**src/rtl/attn_pkg.sv**
```systemverilog
// Shared state encoding and default parameters for the attention score MAC.
// The EXP state only exists when SCORE_EXP_EN is defined.
package attn_pkg;

  localparam int DEF_DATA_W   = 8;
  localparam int DEF_NFEAT    = 4;
  localparam int DEF_ROWS     = 4;
  localparam int DEF_SCALE_SH = 1;

  typedef enum logic [2:0] {
    LOAD_Q,
    LOAD_K,
    FINAL,
`ifdef SCORE_EXP_EN
    EXP,
`endif
    EMIT
  } state_e;

endpackage

```
**src/rtl/attn_exp_lut.sv**
```systemverilog
// Combinational e^x table: signed Q1.(DATA_W-2) score in, unsigned Q2.(DATA_W-2) out,
// saturated at 2^DATA_W-1. Only instantiated by attn_score_mac under SCORE_EXP_EN.
module attn_exp_lut #(
  parameter int DATA_W = 8
) (
  input  logic [DATA_W-1:0] score_i,
  output logic [DATA_W-1:0] exp_o
);

  localparam int FULL = 1 << DATA_W;
  localparam int HALF = 1 << (DATA_W - 1);
  localparam int ONE  = 1 << (DATA_W - 2);

  // Entries are constant per index, so synthesis folds the real arithmetic into a ROM.
  function automatic logic [DATA_W-1:0] expEntry(input int idx);
    int  sVal;
    real v;
    int  r;
    sVal = (idx >= HALF) ? idx - FULL : idx;
    v    = $exp(real'(sVal) / real'(ONE)) * real'(ONE);
    r    = $rtoi($floor(v + 0.5));
    if (r > FULL - 1) r = FULL - 1;
    return r[DATA_W-1:0];
  endfunction

  logic [DATA_W-1:0] table_w [FULL];

  for (genvar i = 0; i < FULL; i++) begin : g_tab
    assign table_w[i] = expEntry(i);
  end

  assign exp_o = table_w[score_i];

endmodule

```
**src/rtl/attn_score_mac.sv**
```systemverilog
// Streaming Q.K dot-product scorer: NFEAT interleaved Q/K elements in, one scaled,
// saturated score out per vector. Define SCORE_EXP_EN to emit e^score via attn_exp_lut.
module attn_score_mac
  import attn_pkg::*;
#(
  parameter int DATA_W   = DEF_DATA_W,
  parameter int NFEAT    = DEF_NFEAT,
  parameter int ROWS     = DEF_ROWS,
  parameter int SCALE_SH = DEF_SCALE_SH
) (
  input  logic              clk,
  input  logic              rst,
  input  logic [DATA_W-1:0] s_data,
  input  logic              s_vld,
  output logic              s_rdy,
  output logic [DATA_W-1:0] m_data,
  output logic              m_vld,
  input  logic              m_rdy,
  output logic              m_last
);

  localparam int PW = 2 * DATA_W;
  localparam int AW = 2 * DATA_W + $clog2(NFEAT) + 1;
  localparam int FW = (NFEAT > 1) ? $clog2(NFEAT) : 1;
  localparam int RW = (ROWS > 1) ? $clog2(ROWS) : 1;
  localparam int SH = DATA_W - 1 + SCALE_SH;

  localparam logic signed [AW-1:0] SAT_HI = (AW'(1) <<< (DATA_W - 1)) - AW'(1);
  localparam logic signed [AW-1:0] SAT_LO = -SAT_HI - AW'(1);

  state_e                   state_q, state_d;
  logic signed [DATA_W-1:0] q_q, q_d;
  logic signed [AW-1:0]     acc_q, acc_d;
  logic [FW-1:0]            feat_q, feat_d;
  logic [RW-1:0]            row_q, row_d;
  logic signed [DATA_W-1:0] score_q, score_d;

  logic signed [PW-1:0]     qExt, kExt, prod;
  logic signed [AW-1:0]     prodExt, shifted;
  logic signed [DATA_W-1:0] satScore;
  logic                     sRdyRaw, mVldRaw;
  logic [DATA_W-1:0]        outData;

  assign qExt    = PW'(q_q);
  assign kExt    = PW'($signed(s_data));
  assign prod    = qExt * kExt;
  assign prodExt = {{(AW - PW){prod[PW-1]}}, prod};

  // Arithmetic shift floors toward -inf; the clamp keeps the score in DATA_W signed range.
  assign shifted = acc_q >>> SH;
  always_comb begin
    satScore = shifted[DATA_W-1:0];
    if (shifted > SAT_HI) begin
      satScore = SAT_HI[DATA_W-1:0];
    end else if (shifted < SAT_LO) begin
      satScore = SAT_LO[DATA_W-1:0];
    end
  end

  always_ff @(posedge clk) begin
    if (rst) begin
      state_q <= LOAD_Q;
      q_q     <= '0;
      acc_q   <= '0;
      feat_q  <= '0;
      row_q   <= '0;
      score_q <= '0;
    end else begin
      state_q <= state_d;
      q_q     <= q_d;
      acc_q   <= acc_d;
      feat_q  <= feat_d;
      row_q   <= row_d;
      score_q <= score_d;
    end
  end

  always_comb begin
    state_d = state_q;
    q_d     = q_q;
    acc_d   = acc_q;
    feat_d  = feat_q;
    row_d   = row_q;
    score_d = score_q;
    sRdyRaw = 1'b0;
    mVldRaw = 1'b0;
    unique case (state_q)
      LOAD_Q: begin
        sRdyRaw = 1'b1;
        if (s_vld) begin
          q_d     = $signed(s_data);
          state_d = LOAD_K;
        end
      end
      LOAD_K: begin
        sRdyRaw = 1'b1;
        if (s_vld) begin
          acc_d = acc_q + prodExt;
          if (feat_q == FW'(NFEAT - 1)) begin
            feat_d  = '0;
            state_d = FINAL;
          end else begin
            feat_d  = feat_q + FW'(1);
            state_d = LOAD_Q;
          end
        end
      end
      FINAL: begin
        score_d = satScore;
        acc_d   = '0;
`ifdef SCORE_EXP_EN
        state_d = EXP;
`else
        state_d = EMIT;
`endif
      end
`ifdef SCORE_EXP_EN
      EXP: begin
        state_d = EMIT;
      end
`endif
      EMIT: begin
        mVldRaw = 1'b1;
        if (m_rdy) begin
          state_d = LOAD_Q;
          row_d   = (row_q == RW'(ROWS - 1)) ? '0 : row_q + RW'(1);
        end
      end
      default: begin
        state_d = LOAD_Q;
      end
    endcase
  end

`ifdef SCORE_EXP_EN
  logic [DATA_W-1:0] exp_w;
  logic [DATA_W-1:0] mdata_q;

  attn_exp_lut #(
    .DATA_W (DATA_W)
  ) u_exp (
    .score_i (score_q),
    .exp_o   (exp_w)
  );

  always_ff @(posedge clk) begin
    if (rst) begin
      mdata_q <= '0;
    end else if (state_q == EXP) begin
      mdata_q <= exp_w;
    end
  end

  assign outData = mdata_q;
`else
  assign outData = score_q;
`endif

  // Outputs are forced idle whenever reset is asserted, even before the first edge.
  assign s_rdy  = sRdyRaw & ~rst;
  assign m_vld  = mVldRaw & ~rst;
  assign m_last = m_vld & (row_q == RW'(ROWS - 1));
  assign m_data = rst ? '0 : outData;

endmodule

```
**config.mk**
```make
export PLATFORM = sky130hd
export DESIGN_NAME = attn_score_mac
export DESIGN_NICKNAME = d
export VERILOG_FILES = /design/src/rtl/attn_pkg.sv /design/src/rtl/attn_exp_lut.sv /design/src/rtl/attn_score_mac.sv
export SDC_FILE = /design/constraint.sdc
export NUM_CORES = 1
export LEC_CHECK = 0
export CAP_MARGIN = 0
export CORE_MARGIN = 4
export CORE_UTILIZATION = 35
export DETAILED_ROUTE_END_ITERATION = 8
export HOLD_SLACK_MARGIN = 0.02
export SETUP_SLACK_MARGIN = 0.3
export SLEW_MARGIN = 20
export SYNTH_ARGS = -nofsm -noshare
export SYNTH_HDL_FRONTEND = slang
export SYNTH_SLANG_ARGS = --single-unit
```
**constraint.sdc**
```tcl
create_clock -name clk -period 9.3 [get_ports clk]
set_input_delay 1.86 -clock clk [delete_from_list [all_inputs] [get_ports clk]]
set_output_delay 1.86 -clock clk [all_outputs]
set_load 0.05 [all_outputs]
```
# After elaboration in Yosys (flattened, before gate mapping)
# Cells that the tools add are included.
dict set report word_totals {
  out_inout_bits 11
  reg_bits 42
  wordCells 46
  inputBits 12
}
dict set report op_classes {
  bitwise_logic 4
  multipliers 1
  magnitude_cmp 2
  n_reduce_logical 8
  n_mux 14
  n_eq_ne 8
  add_sub_neg 3
}
# operator n
set ops {}
lappend ops {{19-bit one-hot mux with 2 select lines} 1}
lappend ops {{8-bit two-way mux} 3}
lappend ops {{19-bit by 16-bit adder with 19-bit output} 1}
lappend ops {{19-bit two-way mux} 1}
lappend ops {{8-bit by 8-bit multiplier with 16-bit output} 1}
lappend ops {{3-bit one-hot mux with 4 select lines} 1}
lappend ops {{11-bit by 8-bit greater-than comparator with 1-bit output (second input constant)} 1}
lappend ops {{11-bit by 8-bit < comparator with 1-bit output (second input constant)} 1}
lappend ops {{3-bit two-way mux} 3}
lappend ops {{2-bit AND reduction} 4}
lappend ops {{3-bit by 2-bit equality test with 1-bit output (second input constant)} 2}
lappend ops {{2-bit two-way mux} 3}
lappend ops {{2-bit inequality test (second input constant)} 3}
lappend ops {{2-bit by 1-bit adder with 2-bit output (second input constant)} 2}
lappend ops {{2-bit equality test (second input constant)} 2}
lappend ops {{1-bit AND} 3}
lappend ops {{3-bit by 1-bit equality test with 1-bit output (second input constant)} 1}
lappend ops {{3-bit logical NOT} 1}
lappend ops {{3-bit AND reduction} 1}
lappend ops {{1-bit two-way mux} 2}
lappend ops {{2-bit nonzero test} 1}
lappend ops {{2-bit OR reduction} 1}
lappend ops {{1-bit NOT} 1}

# Logic depth before layout (Yosys ltp)
# Gate-level depths: netlist of the first run.
dict set report logic_depth {
  word_depth 4
  mapped_depth 18
  depth_no_buf 17
}

# Worst setup path before layout of the first run
# Ideal clock, no wire load.
dict set report synth_path {
  path_kind {input-to-reg}
  start {input s_data[0]}
  end {register acc_q[14]}
  setup_time_ns 0.117
  path_stages 16
  t_required_ns 9.183
  arrival_time_ns 6.708
  path_buffers 1
  path_slack_ns 2.474
  path_cell_list {clkbuf_1 -> and2_1 -> inv_1 -> fa_1 -> inv_1 -> fa_1 -> fa_1 -> fa_1 -> fa_1 -> ha_1 -> o211a_1 -> a21oi_4 -> a21oi_2 -> o21a_1 -> or3_1 -> a32o_1}
}
dict set report synth_via {
  elab_chain_len 4
}
# item line_no
set synth_rtl {}
lappend synth_rtl {{from (decl)} attn_score_mac.sv:13} ;# input logic [DATA_W-1:0] s_data,
lappend synth_rtl {{8-bit by 8-bit multiplier with 16-bit output} attn_score_mac.sv:46} ;# assign prod = qExt * kExt;
lappend synth_rtl {{19-bit by 16-bit adder with 19-bit output} attn_score_mac.sv:98} ;# acc_d = acc_q + prodExt;
lappend synth_rtl {{19-bit two-way mux} attn_score_mac.sv:97} ;# if (s_vld) begin
lappend synth_rtl {{19-bit one-hot mux with 2 select lines} attn_score_mac.sv:87} ;# unique case (state_q)
lappend synth_rtl {{to (signal assigned)} attn_score_mac.sv:64} ;# acc_q <= '0;
lappend synth_rtl {{to (signal assigned)} attn_score_mac.sv:71} ;# acc_q <= acc_d;
lappend synth_rtl {{to (decl)} attn_score_mac.sv:33} ;# logic signed [AW-1:0] acc_q, acc_d;
# Every way passes these cells. The select of a mux whose other input is x is not followed.
# A chain may end at the register's enable or synchronous reset.

# Worst setup path after layout of the first run
# Same ends and word-level chain as after synthesis.

==> results of run 1 <==
## metal layers
layer	up-vias	share of wire, %
met3	12	2.7
met4	0	1.2
met1	1812	45
met2	30	51
li1	1769	-
met5	-	0
## logic make-up after synthesis
kind of cell	Yosys count	synth area share, %
and+or+nand+nor	171	16.32
adders and majority gates	130	44.62
buffers and inverters	115	8.583
AOI/OAI and AO/OA	72	9.202
DFF	41	16.23
xor gates and xnor gates	15	2.869
muxes	11	2.177
## cell type report
class | count | share of cell area, %
multi-input cells | 399 | 67.95
flip-flops and latches | 41 | 14.66
inverters | 94 | 6.303
repair buffers | 24 | 4.202
well taps | 180 | 4.023
clock buffers | 5 | 2.235
clock inverters | 2 | 0.6258
## critical path: stages
cell and delay [ps]:
sky130_fd_sc_hd__clkdlybuf4s50_1 670, sky130_fd_sc_hd__and2_1 610, sky130_fd_sc_hd__inv_1 150, sky130_fd_sc_hd__fa_1 530
sky130_fd_sc_hd__inv_1 50, sky130_fd_sc_hd__fa_1 510, sky130_fd_sc_hd__fa_1 440, sky130_fd_sc_hd__fa_1 580
sky130_fd_sc_hd__fa_1 430, sky130_fd_sc_hd__ha_1 350, sky130_fd_sc_hd__o211a_1 280, sky130_fd_sc_hd__a21oi_4 220
sky130_fd_sc_hd__a21oi_2 90, sky130_fd_sc_hd__o21a_1 180, sky130_fd_sc_hd__or3_1 310, sky130_fd_sc_hd__a32o_1 250
## report_power, final
part	leakage [uW]	internal, uW	switching (uW)	total [uW]
clock network	0.0000797	125	70.6	195
logic	0.00233	296	390	687
registers	0.000333	194	29.9	224
total	0.00274	615	491	1110
## metrics by stage
stage	hold slack (ps)	utilization, %	area (um^2)	instances
2_1_floorplan	431.8	-	5059	555
5_1_grt	474.0	39.86	5598	745
6_report	453.6	39.86	5598	745
3_5_place_dp	447.7	38.72	5438	738
4_1_cts	456.9	39.86	5598	745
3_3_place_gp	445.6	38.72	5438	738
## sequential cells by signal, summed over array words and instances (netlist names)
register / flops
state_q: 2
outData: 8
feat_q: 2
acc_q: 19
row_q: 2
q_q: 8
## cell usage in the layout, fill, tap and decap left out, types with 3 or more instances in the layout
master                            instances
sky130_fd_sc_hd__nand3_1                 16
sky130_fd_sc_hd__o21bai_1                 3
sky130_fd_sc_hd__a21oi_1                 25
sky130_fd_sc_hd__and2_1                  33
sky130_fd_sc_hd__xnor2_1                  8
sky130_fd_sc_hd__nor3_1                   6
sky130_fd_sc_hd__o21a_1                   4
sky130_fd_sc_hd__inv_1                   93
sky130_fd_sc_hd__o21ai_0                 17
sky130_fd_sc_hd__nor2b_1                  9
sky130_fd_sc_hd__fa_1                    84
sky130_fd_sc_hd__clkbuf_16                5
sky130_fd_sc_hd__clkdlybuf4s50_1         22
sky130_fd_sc_hd__xor2_1                   6
sky130_fd_sc_hd__and3_1                   3
sky130_fd_sc_hd__ha_1                    46
sky130_fd_sc_hd__dfxtp_1                 41
sky130_fd_sc_hd__nor2_1                  36
sky130_fd_sc_hd__nand2_1                 55
sky130_fd_sc_hd__mux2i_1                 11
sky130_fd_sc_hd__nand2b_1                 4
sky130_fd_sc_hd__a21o_1                   3
## worst paths after layout
kind / endpoint / cells past startpoint / start
worst max-delay path: acc_q[14] / 16 / s_data[0]
worst max register to register: acc_q[14] / 15 / q_q[7]
worst min register to register: outData[7] / 2 / outData[7]
worst min-delay path: outData[7] / 2 / outData[7]
==> results.md, run 1 <==
- For this design the ratio of total power to cell area is 197.5 nW/um^2.
- The area added between synthesis and finish is 10.66%.
- Timing would allow up to 0.1360 GHz.
- The synthesized design devotes to its leading area cell type 33.24% of total area.
- The level count of the clock H-tree is 2.
- The number of antenna violations at the first check in global routing is 0.
- The cell area after synthesis is 5059 um^2.
- The final worst clock skew is 4.946 ps.
- The completed layout was analyzed and its total power is 1106 uW.
- The placer's final routability congestion estimate is 0.7865.
- The main flop type after synthesis is sky130_fd_sc_hd__dfxtp_1.
- The tool flagged a number of max-cap violations equal to 0.
- The floorplan step set the die width to 128.2 um.
- Ranked by instance count, the synthesized netlist is headed by 93 x sky130_fd_sc_hd__inv_1, 84 x sky130_fd_sc_hd__fa_1, 55 x sky130_fd_sc_hd__nand2_1.
- The clock buffer count from CTS is 5.
- For the finished layout, the period the worst path requires is 7354 ps.
- The initial cell density of the core is 36.02%.
- The die outline height is 128.2 um.
- The antenna cell count is 0.
- The largest area contributor in the synthesized netlist is sky130_fd_sc_hd__fa_1.
- The multi-input combinational cells in the finished layout cover a total of 3804 um^2.
- The number of remaining DRC errors is 0.
- The maximum clock path buffer count is 2.
- The TritonCTS clock tree is built.
- Gates resized during post-CTS repair numbered 0.
- The final cycle utilization of the critical path is 79.07%.
- The synthesized design contains 41 register bits.
- The count of input and output buffers is 22.
- The minimum setup slack in the final design is 1946 ps.
- The analysis attributes to cell leakage a power of 0.002739 uW.
- The via count of the first global-routing pass is 3823.
- The die area is 16440 um^2.
- The standard cell core area is 14040 um^2.
- The number of post-CTS setup repair buffers is 0.
- Yosys mapped the design onto 47 distinct sky130hd cell types.
- The met2 layer usage reported by global route is 23.81%.
- IR analysis of the VDD net gives a maximum drop of 99.50 uV.
- The Yosys step of the flow raised 0 warnings.
- The routing usage on met1 is 17.82%.
- The final-layout fill cell count is 1400.
- For the pin with the worst max-slew slack, the measured transition is 733.1 ps.
- The hold violation count in the final report came to 0.
- The largest fanout on the critical path is 12.
- The first global-routing pass estimated 18350 um of wire.
- For the worst-skew pair, the clock arrives at the later sink with an insertion delay of 280 ps.
- The type of origin of the critical path is a primary input.
- The relative slew slack is 51.13%.
- The clock slew at the register clock pins of the worst setup and hold paths is 60 ps.
- The share of the Yosys chip area taken by registers is 16.23%.
- The class of the most critical hold timing path is reg -> reg.
- The count of final max-slew check failures is 0.
- The pin count of the biggest net entering global routing is 40.
- The required time at the endpoint of the critical path is 9480 ps.
- The number of standard cells after synthesis is 555.
- After global routing, the most crowded layer is met2.
- By area the synthesized netlist is led by sky130_fd_sc_hd__fa_1 33%, sky130_fd_sc_hd__dfxtp_1 16%, sky130_fd_sc_hd__ha_1 11%.
- The run finished with clean final reports.
- In this run the mean area of a mapped cell was 9.115 um^2.
- The endpoint kind of the worst setup timing path is a flop.
- The total negative slack for setup checks is 0 ps.
- The net count after synthesis is 697.
- The setup-violating endpoint count in the final report is 0.
- The root buffer cell is sky130_fd_sc_hd__clkbuf_16.
- The share of layout cells above drive strength 1 is 2.124%.
- The clock net sink count is 41.
- Setup slack on the worst reg-to-reg path comes out at 3680 ps.
- The number of nets in the layout is 707.
- The worst setup path is of the in -> reg kind.
- Global routing consumed, on the met3 layer, 2.667% of the routing resources.
- The number of routed nets with antenna violations is 0.
- The number of enable flip-flop cells after synthesis is 0.
- The average vias per placed instance is 4.863.
- For this run the aggregate overflow at the end of global routing stands at 0.
- The number of top-level pins is 23.
- At the placement stage, the worst setup path has a slack of 1651 ps.
- Setup repair after global routing left no endpoint under its margin.
- The data arrival at the endpoint of the critical path is 7530 ps.
- The floorplan has 43 rows.
- The routed layout has 3623 vias.
- The global routing usage summed across all routing layers is 13.63%.
- The first TritonRoute pass finished after 4 iterations.
- Summing all flip-flop and latch instances after layout gives 820.8 um^2.
- sky130_fd_sc_hd__inv_1 is the most common cell in the netlist.
- After clock tree synthesis, the flow added hold-fix buffers numbering 0.
- The violation count after the first detailed-routing iteration is 188.
- After detailed routing, the average wire length per cell comes to 14.00 um.
- The routed design has 10430 um of wire.
- The sum of net half-perimeters after detailed placement is 8652 um.
- Counting flops with an async set or reset pin after synthesis yields a share of 0%.
(Power assumes the default switching activity.)
==> run 2: changes to the inputs <==
clock period = 7.35 ns   (was 9.3 ns; I/O delays follow)
==> run 2 against run 1 <==
Net effect:
- largest cell class unchanged
- worst setup slack worse by 1000 ps
- non-clock buffer count up 3
- highest routed layer unchanged
- cell count up 0.54%
- largest power group unchanged
- total power up 26%
==> results.md, run 2 (synthesis results as in run 1) <==
- The run finished with clean final reports.
- The tree built by TritonCTS fans out to 41 sinks.
- The final layout contains 710 nets.
- The number of top-level pins is 23.
- Summing internal, switching and leakage power gives 1393 uW.
- Wire segments on met2 add up to 5097 um in the final route.
- Measured in cells, the most critical reg-to-reg path has a length of 15.
- The initial utilization of the core area, before any placement, comes to 36.02%.
- Across the VDD grid, the largest voltage drop is 134.1 uV.
- Setup violations remaining at the end of the flow were counted as 0.
- The power density of the placed cells is 247.2 nW/um^2.
- The floorplan step set the die height to 128.2 um.
- The pre-CTS worst setup slack is 642.1 ps.
- The tool flagged a number of max-cap violations equal to 0.
- The clock tree synthesis step divided the H-tree into 2 levels.
- Of the cells placed in the final design, the portion with a size suffix greater than 1 is 2.636%.
- The relative slew slack is 48.68%.
- The filler cells instantiated in the layout total 1407.
- The HPWL after detailed placement is 8516 um.
- The path class of the tightest hold or removal check is reg -> reg.
- The average vias per placed instance is 4.879.
- The required time at the endpoint of the critical path is 7530 ps.
- Summed over all nets, the switching power comes to 606.5 uW.
- The final worst clock skew is 4.783 ps.
- The share of total power dissipated in the clock network is 18.5%.
- Registers take 820.8 um^2.
- The clock latency reported for the late side of the worst-skew pair is 280 ps.
- The floorplan step defined a die boundary enclosing 16440 um^2.
- The combinational fraction of design power is 61.3%.
- The via count of the first global-routing pass is 3886.
- The number of remaining DRC errors is 0.
- The minimum setup slack in the final design is 911.3 ps.
- The slew of the pin with the lowest slew margin is 769.8 ps.
- The number of hold buffers added after CTS is 0.
- Walking the worst path, the cells encountered are clkdlybuf4s50_1, and2_1, inv_1, fa_1, inv_1, fa_1, fa_1, fa_1, fa_1, ha_1, o211a_1, a21oi_4, a21oi_2, o21a_1, or3_1, a32o_1.
- The core region is 14040 um^2.
- The cell with the largest stage delay on the worst path is sky130_fd_sc_hd__clkdlybuf4s50_1.
- The depth of the worst hold-timing path is 2.
- The largest fanout on the critical path is 9.
- The clock slew at the register clock pins of the worst setup and hold paths is 60 ps.
- STA classifies the critical path startpoint as a primary input.
- The detailed router put a total of 4751 um of wire on met1.
- The cell-internal power is 786.1 uW.
- The share of total power dissipated in sequential elements is 20.3%.
- In the layout the commonest cells are 93 x sky130_fd_sc_hd__inv_1, 84 x sky130_fd_sc_hd__fa_1, 55 x sky130_fd_sc_hd__nand2_1.
- The count of nets left with antenna violations once routing finished came out at 0.
- The amount of wire on met3 after detailed routing is 304 um.
- The maximum clock path buffer count is 2.
- The utilization after layout is 40.11%.
- The hold violation count in the final report is 0.
- The final cycle utilization of the critical path is 87.60%.
- The area added between synthesis and finish is 11.35%.
- The top metal layer carrying routed signals is met4.
- More flip-flops sit in one register than any other, and that register is acc_q.
- The static leakage is 0.002759 uW.
- The number of gates resized after cts is 0.
- Based on the critical path, the design can be clocked at up to 0.1553 GHz.
- For the worst setup path, the data arrival time is 6620 ps.
- Once the clock tree was built, the setup fixing pass inserted 0 buffers.
- The endpoint kind of the worst setup timing path is a flop.
- The residual overflow from global routing is 0.
- Setup repair after global routing left no endpoint under its margin.
- The global routing usage summed across all routing layers is 13.86%.
- The critical path is of the in -> reg type.
- The first global-routing pass estimated 18640 um of wire.
- The count of buffers added on input and output ports is 22.
- After the first detailed-routing iteration, the DRC count stood at 151.
- Summing all multi-input logic gate instances after layout gives 3804 um^2.
- Subtracting the final worst setup slack from the clock period gives 6439 ps.
- Leaving out fill and tap cells, the most frequent cell in the layout is sky130_fd_sc_hd__inv_1.
- The total negative slack for setup checks is 0 ps.
- The TritonCTS clock tree is built.
- Net switching is 43.55% of the power.
- On the worst path, the slowest cell contributes a delay of 680 ps.
- The tree is rooted in a sky130_fd_sc_hd__clkbuf_16.
- The overall routed net length is 10300 um.
- The most frequent cell on the critical path is sky130_fd_sc_hd__fa_1.
- The count of final max-slew check failures was 0.
- The floorplan row count is 43.
- The number of antenna violations at the first check in global routing is 0.
- Measured along the x axis, the die boundary spans 128.2 um.
- The congestion estimate from routability-driven global placement came to 0.8164.
- The pre-antenna-repair detailed-routing pass consisted of 5 iterations.
- The clock buffer count from CTS is 5.
- The average detailed-routed wire length per instance is 13.75 um.
- The number of flip-flops in the largest register is 19.
- The overall via count from detail_route is 3654.
- The pin count of the biggest net entering global routing is 40.
- The repair_antennas step left the layout with diodes totalling 0.
run 2: cell types whose count changed in the layout (fill, tap and decap cells not counted), sizes merged:
cell    delta
clkbuf     +2
buf        +3
clkinv     -1
run 2: power groups by stage:
| stage | clock [uW] | combinational [uW] | sequential [uW] |
|---|---|---|---|
| after floorplan | 0 | 694 | 270 |
| after global placement | 0 | 851 | 289 |
| after CTS | 266 | 873 | 283 |
| final | 258 | 853 | 282 |
| after detailed placement | 0 | 863 | 288 |
| after global routing | 272 | 1010 | 287 |
run 2: per-stage QoR:
step / cells / cell area [um^2] / hold WS [ps]
5_1_grt: 749 / 5633 / 481.4
6_report: 749 / 5633 / 457.8
3_5_place_dp: 741 / 5460 / 456.3
2_1_floorplan: 555 / 5059 / 431.8
3_3_place_gp: 741 / 5460 / 446.6
4_1_cts: 749 / 5633 / 465.1
run 2: final cells by class:
class,count,share of cell area (%)
multi-input cells,399,67.53
flip-flops and latches,41,14.57
inverters,94,6.264
repair buffers,27,4.576
well taps,180,3.998
clock buffers,7,2.532
clock inverters,1,0.5331
run 2: worst max-delay path: cells and delay by family:
kind | cells | cell delay, ps
and+or+nand+nor | 2 | 510
buffers and inverters | 3 | 790
AOI/OAI and AO/OA | 5 | 1010
adders and majority gates | 6 | 2840
run 2: worst paths after layout:
| check | from | to | slack [ps] |
|---|---|---|---|
| hold reg to reg | outData[7] | outData[7] | 460 |
| hold / removal | outData[7] | outData[7] | 460 |
| setup reg to reg | q_q[7] | acc_q[14] | 2240 |
| setup / recovery | s_data[0] | acc_q[14] | 910 |
run 2: routing by layer:
| layer | vias to the layer above | global-route usage, % |
|---|---|---|
| met5 | - | 0 |
| met1 | 1813 | 18.63 |
| li1 | 1786 | - |
| met4 | 0 | 2.747 |
| met2 | 45 | 23.35 |
| met3 | 10 | 2.625 |
==> variant 1: new RTL, config.mk and constraints of run 2 <==
Set the package constant `DEF_DATA_W` to 12 (it was 8).
--- a/src/rtl/attn_pkg.sv
+++ b/src/rtl/attn_pkg.sv
@@ -4,3 +4,3 @@
 
-  localparam int DEF_DATA_W   = 8;
+  localparam int DEF_DATA_W   = 12;
   localparam int DEF_NFEAT    = 4;
Ports: changed (resized m_data and s_data); port bits go from 23 to 31. No check against the original RTL was run, so the function may have changed too.
==> variant 1 against run 2 <==
  * Sequential share of layout area down 3.1 points
  * Core utilization up 0.49 points
  * Total power rose by 150%
  * Via count is 73% higher
  * Wire length is 80% higher
  * Synthesized cell count grew 74%
  * Combinational power grew to 3.0 times the old value
  * Critical path type unchanged
  * Final area grew 77%
  * Sequential cell count increased by 16
  * Register-to-register slack worse by 0.66 ns
  * Worst setup slack lost 0.45 ns
  * Critical path depth grew 1
  * Synthesized area rose by 75%
==> variant 1: results (changes against run 2) <==
metric,value,unit,change
gp_congestion,0.834,,+2.2%
grt_max_degree,51,,+28%
ys_seq_area_frac,0.129,,-0.0334
io_buffers,30,,+36%
synth_compound_area_frac,0.0783,,-0.0138
drt_iter0_drc,241,,+60%
cts_max_level,3,,+1
wl,18600,µm,+80%
grt_pass1_vias,6839,,+76%
grt_util_met2,0.256,,+0.0220
syn_inst,966,,+74%
dr.pass1.iters,6,,+1
p_leak,4.85,nW,+76%
placed_cell_area,9610,µm²,+76%
ir_worst_vdd,295,µV,+120%
ys_top_cells_by_count,"inv_1 (181), fa_1 (175), nand2_1 (110)",,
numCtsBuffers,9,,+4
synth_adder_area_share,0.501,,+0.0553
critPathArrivalTime,7.09,ns,+0.47 ns
syn_nets,1232,,+77%
clk_latency,0.33,ns,+0.05 ns
synth_xor_area_frac,0.0247,,-0.00397
fin_skew,0.00620,ns,+0.00141 ns
outcome,finished clean,,
grt_first_pass_wirelength,33300,µm,+79%
grt_usage,0.143,,+0.00453
synth.area.mux_share,0.0158,,-0.00594
vias,6331,,+73%
hpwlAfterDp,15800,µm,+86%
post-place-ws,0.0255,ns,-0.617 ns
grt_use_met3,0.0209,,-0.00539
crit_path_max_incr_delay,0.65,ns,-0.03 ns
finalNonFillerCells,1320,,+76%
largest_register_ffs,27,,+8
tightest_slew,0.976,ns,+0.206 ns
crit_path_max_fanout,12,,+3
synth_cell_types,51,,+8.5%
[variant 1: changes by cell type in the layout (fill, tap and decap cells not counted), moves of 6 or more]
cell / before / now
o21ai_0: 17 / 33
a21o_1: 3 / 10
and2_1: 33 / 69
inv_1: 93 / 181
dlymetal6s2s_1: 0 / 6
nand2_1: 55 / 110
ha_1: 46 / 75
nor2_1: 36 / 55
dfxtp_1: 41 / 57
buf_4: 5 / 28
xor2_1: 6 / 13
fa_1: 84 / 172
[variant 1: power by group through the flow]
stage	sequential, W	combinational, W	clock (W)
finish	0.000415	0.00256	0.000465
global route	0.000422	0.00294	0.000490
CTS	0.000416	0.00258	0.000477
detailed placement	0.000423	0.00256	0
global placement	0.000423	0.00254	0
floorplan	0.000388	0.00194	0
[variant 1: layout make-up]
| cell class | count | area (µm²) |
|---|---|---|
| sequential | 57 | 1140 |
| fill | 2517 | 14600 |
| tap | 324 | 405 |
| timing repair buffer | 59 | 532 |
| clock buffer | 9 | 225 |
| multi-input combinational | 683 | 6910 |
| inverter | 181 | 679 |
| clock inverter | 7 | 103 |
[variant 1: repair_timing]
item | CTS | global route
resized for setup | 0 | 15
setup endpoints to repair | 0 | 10
setup buffers | 0 | 1
[variant 1: layer usage]
layer / up-vias / routed length, µm / share of wire
li1: 3011 / - / -
met1: 3229 / 8230 / 0.44
met2: 78 / 9650 / 0.52
met3: 13 / 500 / 0.027
met4: 0 / 172 / 0.0093
met5: - / 0 / 0
[variant 1: final timing paths]
| path | start | end | slack, ns | cells after the start |
|---|---|---|---|---|
| hold reg to reg | outData[11] | outData[11] | 0.46 | 2 |
| setup reg to reg | q_q[5] | acc_q[25] | 1.58 | 17 |
| hold / removal | outData[11] | outData[11] | 0.46 | 2 |
| setup / recovery | s_data[11] | acc_q[25] | 0.46 | 17 |
==> variant 2: new RTL, flow settings as in run 2 <==
Made on the original files. `q_q` no longer has a reset.
--- a/src/rtl/attn_score_mac.sv
+++ b/src/rtl/attn_score_mac.sv
@@ -62,3 +62,2 @@
       state_q <= LOAD_Q;
-      q_q     <= '0;
       acc_q   <= '0;
@@ -69,3 +68,2 @@
       state_q <= state_d;
-      q_q     <= q_d;
       acc_q   <= acc_d;
@@ -75,2 +73,6 @@
     end
+  end
+
+  always_ff @(posedge clk) begin
+    q_q <= q_d;
   end
Behaviour: no difference found for any inputs over 4 cycles, from zero or initial values and one cycle with rst high; that may be too few to reach the edited logic, so the function may still have changed.
==> variant 2 against run 2 <==
  * Synthesized area is 2.2% lower
  * First-iteration DRC count is 7.9% higher
  * Die area is 2.1% lower
  * Final cell count is 3.9% lower
  * Worst setup slack better by 0.092 ns
  * Global-route usage hardly changed
  * Non-clock buffer count is 2 lower
  * Critical path depth stayed put
  * Fmax is 1.4% higher
  * Final area is 1.9% lower
  * Sequential cell count stayed put
  * Wire length is 0.12% higher
Power is not compared: it rests on default switching activity, and its combinational part moved more than twofold at a synthesized area within 25%.
==> variant 2: results (changes against run 2) <==
metric,value,unit,change
synth.area.mux_share,0.00430,,-0.0175
grt_max_degree,33,,-18%
numSequentialCells,41,,unchanged
ys_seq_area_frac,0.182,,+0.0199
crit_path_max_incr_delay,0.68,ns,about the same
inverters,93,,-1.1%
multi_input_cells,373,,-6.5%
critPathArrivalTime,6.53,ns,-0.09 ns
netlist_top_cells_area,"fa_1 (34%), dfxtp_1 (13%), ha_1 (12%)",,
synth_adder_area_share,0.456,,+0.0102
numCtsBuffers,5,,unchanged
hpwlAfterDp,8600,µm,+0.93%
buf_share,0.0439,,-0.00182
holdCritPathClass,reg2reg,,
crit_family,adder cells,,
reg2reg_from,q_q[0],,
syn_nets,660,,-5.3%
max_cap_violations,0,,unchanged
synth-edff-count,8,,+8
synth_cell_types,43,,-8.5%
gp_congestion,0.883,,+8.1%
drtAntennaViolNets,0,,unchanged
final_nets,681,,-4.1%
clk_latency,0.29,ns,
largest_register_ffs,19,,unchanged
clock_buffers,5,,-2
slowest_stage,clkdlybuf4s50_1,,
grt_pass1_vias,3753,,-3.4%
cts_resized,0,,unchanged
final_layout_size_suffix_gt1_frac,0.0370,,+0.0107
ir_worst_vdd,256,µV,
drt_iter0_drc,163,,+7.9%
grt_usage,0.139,,+0.000410
cts_max_level,2,,unchanged
synth_xor_area_frac,0.0372,,+0.00850
clk_share,0.0272,,-0.00347
n_fill_cell,1409,,+0.14%
ys_top_cells_by_count,"inv_1 (92), fa_1 (84), nand2_1 (52)",,
relSlewSlack,0.352,,-0.135
antenna_found_initial,0,,unchanged
io_buffers,22,,unchanged
outcome,finished clean,,
viasPerCell,4.80,,-1.6%
multi_input_area_share,0.662,,-0.0134
synth_compound_area_frac,0.0908,,-0.00119
buffers,25,,-7.4%
ys_warn_count,0,,unchanged
cp-startpoint,s_data[0],,
seq-cell-share,0.163,,+0.0174
worstHoldStart,acc_q[0],,
grt_first_pass_wirelength,18300,µm,-1.6%
fin_skew,0.00304,ns,-0.00174 ns
dr.pass1.iters,4,,-1
wl,10300,µm,+0.12%
-- variant 2: worst reg2reg max path: stages (launching register included) --
cell and delay, ns:
edfxtp_1 0.53, nand2b_1 0.24, fa_1 0.53, fa_1 0.56
inv_1 0.06, fa_1 0.50, fa_1 0.59, fa_1 0.43
ha_1 0.27, a211o_1 0.31, a211o_1 0.34, a21oi_2 0.18
o21ai_1 0.10, xnor2_1 0.13, a22o_1 0.22
-- variant 2: worst paths after layout --
kind	endpoint	slack (ns)	cells after the start
hold reg to reg	acc_q[0]	0.47	2
setup reg to reg	acc_q[18]	2.25	14
setup / recovery	acc_q[18]	1.00	16
hold / removal	acc_q[0]	0.47	2
-- variant 2: stage by stage --
| stage | setup slack [ns] | util | hold WS [ns] | std cells | instance area (µm²) |
|---|---|---|---|---|---|
| global placement | 0.784 | 0.387 | 0.445 | 712 | 5370 |
| detailed placement | 0.686 | 0.387 | 0.465 | 712 | 5370 |
| CTS | 0.964 | 0.398 | 0.474 | 720 | 5520 |
| floorplan | 1.32 | - | 0.432 | 518 | 4950 |
| finish | 1.00 | 0.398 | 0.473 | 720 | 5520 |
| global route | 0.715 | 0.398 | 0.492 | 720 | 5520 |
-- variant 2: metal layers --
layer	global-route usage	share of wire	up-vias	routed length [µm]
li1	-	-	1670	-
met2	0.227	0.48	50	4920
met5	0	0	-	0
met3	0.0244	0.025	10	259
met1	0.192	0.48	1725	4960
met4	0.0360	0.017	0	174
-- variant 2: power breakdown --
part	total (W)	switching, W	internal [W]
registers	0.000295	0.0000387	0.000256
clock network	0.000231	0.000103	0.000128
logic	0.00195	0.00107	0.000876
